## src/rtl/trace_capture_ram_pkg.sv

```systemverilog
// trace_capture_ram_pkg
//   Shared definitions for the circular trace recorder.
//   - Default sample width, trace length and pre-trigger length.
//   - Width of the logical read index (dir) and of the internal counters.
//   - Capture FSM state type.
package trace_capture_ram_pkg;

    localparam int unsigned M_DEF     = 12;
    localparam int unsigned DEPTH_DEF = 150;
    localparam int unsigned PRE_DEF   = 20;
    localparam int unsigned DIR_W     = 10;

    // One bit wider than dir, so start_ptr + dir (< 2*DEPTH) never overflows.
    localparam int unsigned CNT_W     = DIR_W + 1;

    typedef enum logic [1:0] {
        ST_FILL,
        ST_ARMED,
        ST_POST,
        ST_DONE
    } state_t;

endpackage

```

## src/rtl/trace_capture_ram_dpram.sv

```systemverilog
// trace_dpram
//   Simple dual-port RAM, DEPTH x W, one write port and one registered read
//   port, written so that it maps onto a block RAM.
//   Ports:
//     clk_i    clock
//     we_i     write enable
//     waddr_i  write address
//     wdata_i  write data
//     raddr_i  read address
//     rdata_o  read data, one cycle after raddr_i
module trace_dpram
    import trace_capture_ram_pkg::*;
#(
    parameter int unsigned W     = M_DEF,
    parameter int unsigned DEPTH = DEPTH_DEF,
    parameter int unsigned AW    = 8
) (
    input  logic          clk_i,
    input  logic          we_i,
    input  logic [AW-1:0] waddr_i,
    input  logic [W-1:0]  wdata_i,
    input  logic [AW-1:0] raddr_i,
    output logic [W-1:0]  rdata_o
);

    logic [W-1:0] mem_q [DEPTH];

    always_ff @(posedge clk_i) begin
        if (we_i) begin
            mem_q[waddr_i] <= wdata_i;
        end
        rdata_o <= mem_q[raddr_i];
    end

endmodule

```

## src/rtl/trace_capture_ram.sv

```systemverilog
// trace_capture_ram
//   Circular trace recorder. Writes the ADC sample stream into a RAM and, on a
//   trigger, freezes a trace of DEPTH samples of which PRE precede the trigger.
//   The frozen trace is read through a registered address/data port.
//   Ports:
//     clk           clock, rising edge
//     reset         synchronous, active-low
//     sample        ADC sample
//     sample_valid  sample qualifier
//     trig          trigger request (meaningful with sample_valid=1)
//     ack           readout finished, re-arm (only honoured when ready)
//     dir           logical read index, 0 = oldest pre-trigger sample
//     data_out      read data, 1 cycle after dir; 0 unless frozen and dir < DEPTH
//     armed         waiting for a trigger
//     ready         trace frozen
//     lost_trig     saturating count of triggers rejected while capturing/frozen
module trace_capture_ram
    import trace_capture_ram_pkg::*;
#(
    parameter int unsigned M     = M_DEF,
    parameter int unsigned DEPTH = DEPTH_DEF,
    parameter int unsigned PRE   = PRE_DEF
) (
    input  logic             clk,
    input  logic             reset,
    input  logic [M-1:0]     sample,
    input  logic             sample_valid,
    input  logic             trig,
    input  logic             ack,
    input  logic [DIR_W-1:0] dir,
    output logic [M-1:0]     data_out,
    output logic             armed,
    output logic             ready,
    output logic [7:0]       lost_trig
);

    localparam int unsigned      PTR_W    = (DEPTH > 1) ? $clog2(DEPTH) : 1;
    localparam logic [PTR_W-1:0] PTR_LAST = PTR_W'(DEPTH - 1);
    localparam logic [CNT_W-1:0] DEPTH_C  = CNT_W'(DEPTH);
    localparam logic [CNT_W-1:0] PRE_C    = CNT_W'(PRE);
    localparam logic [CNT_W-1:0] POST_LEN = CNT_W'(DEPTH - PRE);

    state_t           state_q, state_d;
    logic [PTR_W-1:0] wr_ptr_q, wr_ptr_d;
    logic [PTR_W-1:0] start_ptr_q, start_ptr_d;
    logic [CNT_W-1:0] fill_cnt_q, fill_cnt_d;
    logic [CNT_W-1:0] post_cnt_q, post_cnt_d;
    logic [7:0]       lost_q, lost_d;
    logic             rd_ok_q, rd_ok_d;

    logic             we;
    logic [PTR_W-1:0] wr_ptr_inc;
    logic [CNT_W-1:0] wr_ext;
    logic [CNT_W-1:0] start_calc;
    logic [CNT_W-1:0] fill_nxt;
    logic [CNT_W-1:0] post_nxt;

    logic [CNT_W-1:0] dir_ext;
    logic [CNT_W-1:0] rd_sum;
    logic             dir_in_range;
    logic [PTR_W-1:0] rd_addr;
    logic [M-1:0]     ram_rdata;

    // Capture FSM, pointers and counters.
    always_comb begin
        state_d     = state_q;
        wr_ptr_d    = wr_ptr_q;
        start_ptr_d = start_ptr_q;
        fill_cnt_d  = fill_cnt_q;
        post_cnt_d  = post_cnt_q;
        lost_d      = lost_q;
        we          = 1'b0;

        wr_ptr_inc  = (wr_ptr_q == PTR_LAST) ? '0 : wr_ptr_q + PTR_W'(1);
        fill_nxt    = fill_cnt_q + CNT_W'(1);
        post_nxt    = post_cnt_q + CNT_W'(1);

        // (wr_ptr - PRE) mod DEPTH without a divider: wr_ptr < DEPTH, PRE < DEPTH.
        wr_ext      = CNT_W'(wr_ptr_q);
        start_calc  = (wr_ext >= PRE_C) ? (wr_ext - PRE_C) : (wr_ext + DEPTH_C - PRE_C);

        if (sample_valid) begin
            if (state_q != ST_DONE) begin
                we       = 1'b1;
                wr_ptr_d = wr_ptr_inc;
            end

            if (trig && (state_q == ST_POST || state_q == ST_DONE) && lost_q != 8'hFF) begin
                lost_d = lost_q + 8'd1;
            end

            case (state_q)
                ST_FILL: begin
                    fill_cnt_d = fill_nxt;
                    if (fill_nxt == PRE_C) begin
                        state_d = ST_ARMED;
                    end
                end
                ST_ARMED: begin
                    if (trig) begin
                        // The trigger sample itself is the first post-trigger write.
                        start_ptr_d = PTR_W'(start_calc);
                        post_cnt_d  = CNT_W'(1);
                        state_d     = (POST_LEN == CNT_W'(1)) ? ST_DONE : ST_POST;
                    end
                end
                ST_POST: begin
                    post_cnt_d = post_nxt;
                    if (post_nxt == POST_LEN) begin
                        state_d = ST_DONE;
                    end
                end
                default: ;
            endcase
        end

        if (state_q == ST_DONE && ack) begin
            state_d    = ST_FILL;
            fill_cnt_d = '0;
        end
    end

    // Read address: start_ptr + dir < 2*DEPTH whenever dir is in range, so a
    // single conditional subtract wraps it.
    always_comb begin
        dir_ext      = CNT_W'(dir);
        rd_sum       = CNT_W'(start_ptr_q) + dir_ext;
        dir_in_range = (dir_ext < DEPTH_C);
        rd_addr      = '0;
        if (dir_in_range) begin
            rd_addr = (rd_sum >= DEPTH_C) ? PTR_W'(rd_sum - DEPTH_C) : PTR_W'(rd_sum);
        end
        rd_ok_d = (state_q == ST_DONE) && dir_in_range;
    end

    always_ff @(posedge clk) begin
        if (!reset) begin
            state_q     <= ST_FILL;
            wr_ptr_q    <= '0;
            start_ptr_q <= '0;
            fill_cnt_q  <= '0;
            post_cnt_q  <= '0;
            lost_q      <= '0;
            rd_ok_q     <= 1'b0;
        end else begin
            state_q     <= state_d;
            wr_ptr_q    <= wr_ptr_d;
            start_ptr_q <= start_ptr_d;
            fill_cnt_q  <= fill_cnt_d;
            post_cnt_q  <= post_cnt_d;
            lost_q      <= lost_d;
            rd_ok_q     <= rd_ok_d;
        end
    end

    trace_dpram #(
        .W     (M),
        .DEPTH (DEPTH),
        .AW    (PTR_W)
    ) u_ram (
        .clk_i   (clk),
        .we_i    (we),
        .waddr_i (wr_ptr_q),
        .wdata_i (sample),
        .raddr_i (rd_addr),
        .rdata_o (ram_rdata)
    );

    // RAM output register is not reset; the qualifier registered alongside it
    // forces zero after reset, outside DONE and for out-of-range indices.
    assign data_out  = rd_ok_q ? ram_rdata : '0;
    assign armed     = (state_q == ST_ARMED);
    assign ready     = (state_q == ST_DONE);
    assign lost_trig = lost_q;

endmodule

```

## config.mk

```make
export PLATFORM = sky130hd
export DESIGN_NAME = trace_capture_ram
export DESIGN_NICKNAME = d
export VERILOG_FILES = /design/src/rtl/trace_capture_ram_pkg.sv /design/src/rtl/trace_capture_ram_dpram.sv /design/src/rtl/trace_capture_ram.sv
export SDC_FILE = /design/constraint.sdc
export NUM_CORES = 2
export LEC_CHECK = 0
export ABC_AREA = 0
export ABC_CLOCK_PERIOD_IN_PS = 4800
export BUFFER_PORTS_ARGS = -buffer_cell sky130_fd_sc_hd__buf_2
export CELL_PAD_IN_SITES_DETAIL_PLACEMENT = 0
export CELL_PAD_IN_SITES_GLOBAL_PLACEMENT = 1
export CORE_UTILIZATION = 32
export CTS_CLUSTER_DIAMETER = 120
export CTS_CLUSTER_SIZE = 28
export DETAILED_ROUTE_END_ITERATION = 7
export PLACE_DENSITY_LB_ADDON = 0.1
export SYNTH_ARGS = -nofsm -noshare
export SYNTH_HDL_FRONTEND = slang
export SYNTH_HIERARCHICAL = 1
export SYNTH_SLANG_ARGS = --single-unit
```

## constraint.sdc

```tcl
create_clock -name clk -period 4.8 [get_ports clk]
set_input_delay 0 -clock clk [delete_from_list [all_inputs] [get_ports clk]]
set_output_delay 0 -clock clk [all_outputs]
set_load 0.005 [all_outputs]
```

After elaboration in Yosys (flattened, before gate mapping)
Memories as Yosys holds them, arrays and structs flattened. A register that Yosys moved wholly into a read port is not among the register bits.
Cells that the tools add are included.
- add/subtract/negate cells: 9
- $lt $le $gt $ge: 3
- eq/ne operators: 11
- multiplexer cells: 15
- bitwise operators: 1
- reductions and logical operators: 15
- operators with widths (cell ; number):
    $mux 8 ; 4
    $add 11x1->11 const B ; 2
    $pmux 11 s2 ; 1
    $add 8x1->8 const B ; 2
    $sub 8x5->8 const B ; 2
    $mux 12 ; 1
    $add 8x10->11 ; 1
    $eq 11x5->1 const B ; 1
    $eq 11x8->1 const B ; 1
    $ge 11x8->1 const B ; 1
    $mux 11 ; 1
    $lt 10x8->1 const B ; 1
    $add 8x8->8 const B ; 1
    $eq 8x8->1 const B ; 1
    $ge 8x5->1 const B ; 1
    $ne 8x8->1 const B ; 1
    $sub 8x8->8 const B ; 1
    $mux 2 ; 3
    $ne 2x2->1 const B ; 3
    $pmux 2 s3 ; 1
    $reduce_and 2->1 ; 3
    $reduce_and 3->1 ; 2
    $reduce_and 5->1 ; 1
    $eq 2x2->1 const B ; 2
    other kinds (10) ; 16
- register bits: 49
- memory bits (writable): 1800
- input port bits: 27
- output and inout port bits: 22
- logic and storage cells: 62
- memories kept: 1
- memories (memory ; depth ; bits a word ; read ports ; clocked after Yosys merged registers in ; wr ports ; RTL line ; text):
    u_ram.mem_q ; 150 ; 12 ; 1 ; 1 ; 1 ; trace_capture_ram_dpram.sv:26 ; logic [W-1:0] mem_q [DEPTH];

Logic depth before layout (Yosys ltp)
- word-level depth: 5
- depth in mapped cells: 20
- mapped depth without buffers: 15

Modules after synthesis
The synthesis kept the hierarchy.
- by module, submodules not included (module ; instances ; cells each ; area each (sq um) ; seq. area each (sq um)):
    trace_dpram ; 1 ; 3584 ; 70782.9 ; 54292.1
    trace_capture_ram ; 1 ; 471 ; 3822.4 ; 980.9

Worst setup path before layout
OpenSTA, ideal clock, no wires.
- path type: register -> register
- start: reg start_ptr_q[0]
- end: reg u_ram.rdata_o[2] (read register of u_ram.mem_q)
- library setup time: 0.126 ns
- data arrival time: 3.994 ns
- required time: 4.674 ns
- slack: 0.680 ns
- stages on the path, launching flop included: 18
- path buffers: 4
- clock period less this slack: 4.120 ns
- cell sequence: dfxtp_1 ha_1 fa_1 a211oi_1 o211ai_1 and2_1 a2111oi_4 o21a_1 mux2i_1 buf_2 buf_2 clkbuf_1 buf_2 mux4_2 nand3_1 nand3_1 o21ai_0 nor4_2
- word-level cells in the longest chain between the ends: 4
- elaborated cells on any way between the ends: 5
- classes of those cells: add/sub: 2; order compare: 1; mux: 2
- RTL lines (item ; RTL line ; text):
    from (decl) ; trace_capture_ram.sv:45 ; logic [PTR_W-1:0] start_ptr_q, start_ptr_d;
    from (signal assigned) ; trace_capture_ram.sv:148 ; start_ptr_q <= start_ptr_d;
    $add 8x10->11 * ; trace_capture_ram.sv:127 ; rd_sum = CNT_W'(start_ptr_q) + dir_ext;
    $ge 11x8->1 / $sub 8x8->8 (equally long branches) ; trace_capture_ram.sv:131 ; rd_addr = (rd_sum >= DEPTH_C) ? PTR_W'(rd_sum - DEPTH_C) : PTR_W'(rd_sum);
    $mux 8 * ; trace_capture_ram.sv:131 ;
    $mux 8 * ; trace_capture_ram.sv:130 ; if (dir_in_range) begin
    named net rd_addr[1] ; trace_capture_ram.sv:61 ; logic [PTR_W-1:0] rd_addr;
    to (decl) ; trace_capture_ram_dpram.sv:23 ; output logic [W-1:0] rdata_o
The timed path passes the listed nets; every way through them passes the cells marked *.
A chain may end at the register's enable or synchronous reset.

Worst setup path after layout
- start: reg start_ptr_q[0]
- end: reg u_ram.rdata_o[10] (read register of u_ram.mem_q)
The elaborated chain is that of the path after synthesis.

==> out/metrics.cfg <==
[run_status]
status = completed

[timing]
fin_crit_sh = 0.977
hold_viol = 0
max_slew_margin = 0.163
fin_tns_setup_ns = 0
clock_skew_ns = 0.0390
report.final.slew_viol_count = 0
max_freq_mhz = 213
layout_min_cycle_time_ns = 4.69
worst_hold_slack_ns = 0.116
setup_viol = 0
worst_pin_slew_ns = 1.25

[routing]
drt_pass1_iterations = 5
totalWireLength_um = 220000
drc = 0
routed-via-count = 38400
wire_per_inst_um = 29.2
drt-initial-drc-count = 3337
ant_nets = 0
viasPerCell = 5.11

[global_route]
antenna_found_initial = 15
grt.total_usage = 0.183
grt_max_degree = 108
grt_remaining_overflow = 0
grt_pass1_vias = 38300
grt_first_pass_wirelength_um = 306000

[pwr]
seqPwrFrac = 0.638
total_leakage_power_nw = 25.7
switching_share = 0.226
vdd_drop_max_v = 0.000279
finalPower_mw = 28.0
intPower_mw = 21.7
combPwrFrac = 0.067
power_frac_clock = 0.296
p_per_area_nw_per_um2 = 331
power.net_switching_mw = 6.31

[final_layout]
fillers = 21500
post-route-util = 0.366
drive_above_1_share = 0.226
stdcell_count = 7524
area_delta_synth_final_pct = 13.3
final_nets = 4503

[worst_setup_path]
cp_max_fo = 32
setup.worst_path.class = register to register
crit_arrival_ns = 5.34
end_kind = register
required_ns = 5.45
reg2reg_slack_ns = 0.11
start_kind = register
reg2reg_depth = 18

[die]
die_w_um = 485
io-pin-count = 49
initial_core_util = 0.323
dieArea_um2 = 235000
die_h_um = 485
num_rows = 176
core_um2 = 231000

[yosys]
synth_area_um2 = 74600
synth.net_count = 4109
async_flop_share = 0
ys_warn_count = 6
ys_seq_area_frac = 0.741
synth_top_area_frac = 0.725
yosysTopAreaCell = edfxtp_1
ys_ff_latch = 1861
synth.avg_cell_area_um2 = 18.4
synth_cells = 4055
synth_area_leaders = edfxtp_1 72%, mux4_2 7.2%, mux2i_1 5.8%
synthFlopType = edfxtp_1
synth-edff-count = 1800
synth.distinct_cells = 80

[cts]
insertion_delay_ns = 0.76
cts_made_buffers = 77
clockBufferDepth = 3
cts-root-buf = clkbuf_16
htreeDepth = 3
clock-sinks = 1861
clk_pin_slew_ns = 0.11
tritoncts = yes

[placed_design]
placed_cells = 7350
portBuffers = 48
hpwl_um = 136000
place_congestion = 0.763

[flow_run]
drv_cap = 0

[hold_path]
whs_path_depth = 4
hold_path_class = input port to register

state kept, by name (all words and copies together) (netlist names):
name / count
u_ram/mem_q: 1800
state_q: 2
lost_trig: 8
post_cnt_q: 11
start_ptr_q: 8
rd_ok_q: 1
wr_ptr_q: 8
u_ram/rdata_o: 12
fill_cnt_q: 11
Yosys cell counts (7+ instances only):
master    count
edfxtp_1   1800
mux2i_1     433
mux4_2      240
nor2_1      228
clkbuf_1    113
nand2_1     108
a22oi_1     101
o22ai_1      84
nand3_1      77
a21oi_1      67
a211oi_1     64
nor2b_1      62
dfxtp_1      61
o21ai_0      55
buf_6        40
buf_2        38
mux2_2       37
o211ai_1     33
and2_1       30
a221oi_1     29
ha_1         26
nand4_1      26
buf_4        25
nand2b_1     23
xnor2_1      19
o21ai_1      16
xor2_1       15
and3_1       14
inv_1        14
nor3_1       13
a21o_1       12
o221ai_1     12
nor4_2       11
o31a_1       11
buf_1         8
buf_8         7
mux2_1        7
o21a_1        7
critical path, stage by stage, from the launching register on:
cell and delay, ns:
dfxtp_1 0.33, ha_1 0.21, fa_2 0.37, a211oi_2 0.28
o211ai_1 0.15, and2_1 0.22, a2111oi_4 0.42, o21a_1 0.26
mux2i_4 0.30, buf_12 0.21, buf_4 0.16, nand2_2 0.06
buf_12 0.18, o22ai_1 0.38, a221oi_1 0.10, buf_4 0.17
o22ai_1 0.22, o31a_1 0.42, nor4_2 0.08
through the flow:
stage                     cell area (µm²)  worst slack (ns)
after floorplan                     74600             0.680
after global placement              81500            -0.341
after detailed placement            81500            -0.281
after CTS                           83900            0.0278
after global routing                84500           -0.0638
final                               84500             0.111
final cells by class:
class | instances | area (µm²) | area share
flip-flops and latches | 1861 | 55300 | 0.654
multi-input cells | 1943 | 18200 | 0.216
repair buffers | 550 | 4900 | 0.0580
well taps | 3026 | 3790 | 0.0448
clock buffers | 114 | 2130 | 0.0252
clock inverters | 9 | 92.6 | 0.00110
inverters | 16 | 60.1 | 0.000711
diodes | 5 | 12.5 | 0.000148
per-layer routing:
layer | vias to the layer above | wire (µm) | global-route usage
met1 | 20500 | 101000 | 0.261
li1 | 17100 | - | -
met3 | 131 | 9470 | 0.0211
met5 | - | 0 | 0
met2 | 726 | 106000 | 0.304
met4 | 0 | 2940 | 0.0304
what timing repair did:
action | 4_1_cts | 5_1_grt
gates resized for setup | 7 | 55
buffers inserted | 2 | 21
pin swaps | 0 | 17
hold buffers | 19 | 0
hold endpoints to repair | 907 | 0
endpoints found under the setup margin | 12 | 12
gates cloned | 0 | 4
layout by cell type (no fill, tap or decap), types with 21 or more instances in the layout:
cell	Yosys	routed
o21ai_0	55	52
nand2_1	108	101
buf_2	38	36
mux2i_1	433	427
a21oi_1	67	67
nand4_1	26	26
dfxtp_1	61	61
o22ai_1	84	73
a211oi_1	64	44
edfxtp_1	1800	1800
and2_1	30	30
buf_12	4	48
buf_4	25	422
o211ai_1	33	33
nor2b_1	62	56
clkbuf_16	0	84
mux2_2	37	37
a22oi_1	101	98
mux4_2	240	240
nor2_1	228	216
clkbuf_1	113	34
nand2b_1	23	22
nand3_1	77	75
a221oi_1	29	24
ha_1	26	26
a211oi_2	2	21
power groups by stage:
| stage | Clock, mW | Combinational (mW) | Sequential (mW) |
|---|---|---|---|
| CTS | 8.60 | 1.85 | 17.8 |
| global route | 9.03 | 1.98 | 17.8 |
| floorplan | 0 | 0.755 | 18.2 |
| finish | 8.27 | 1.86 | 17.8 |
| detailed placement | 0 | 1.83 | 18.2 |
| global placement | 0 | 1.82 | 18.2 |
final timing paths:
path,startpoint,to
max,start_ptr_q[0]$_SDFFE_PN0P_,u_ram/rdata_o[10]$_DFF_P_
min,dir[8],rd_ok_q$_SDFF_PN0_
max reg2reg,start_ptr_q[0]$_SDFFE_PN0P_,u_ram/rdata_o[10]$_DFF_P_
min reg2reg,start_ptr_q[3]$_SDFFE_PN0P_,start_ptr_q[3]$_SDFFE_PN0P_
cells by family (layout without fill, tap and decap cells):
kind of cell / Yosys count / in the layout / synth area share
DFF: 1861 / 1861 / 0.741
muxes: 718 / 718 / 0.137
and+or+nand+nor: 621 / 621 / 0.0409
AOI/OAI and AO/OA: 543 / 543 / 0.0518
buffers and inverters: 251 / 689 / 0.0205
xor gates and xnor gates: 34 / 34 / 0.00399
adders and majority gates: 27 / 27 / 0.00463
other: 0 / 5 / 0
Power figures use the tool's default switching activity.
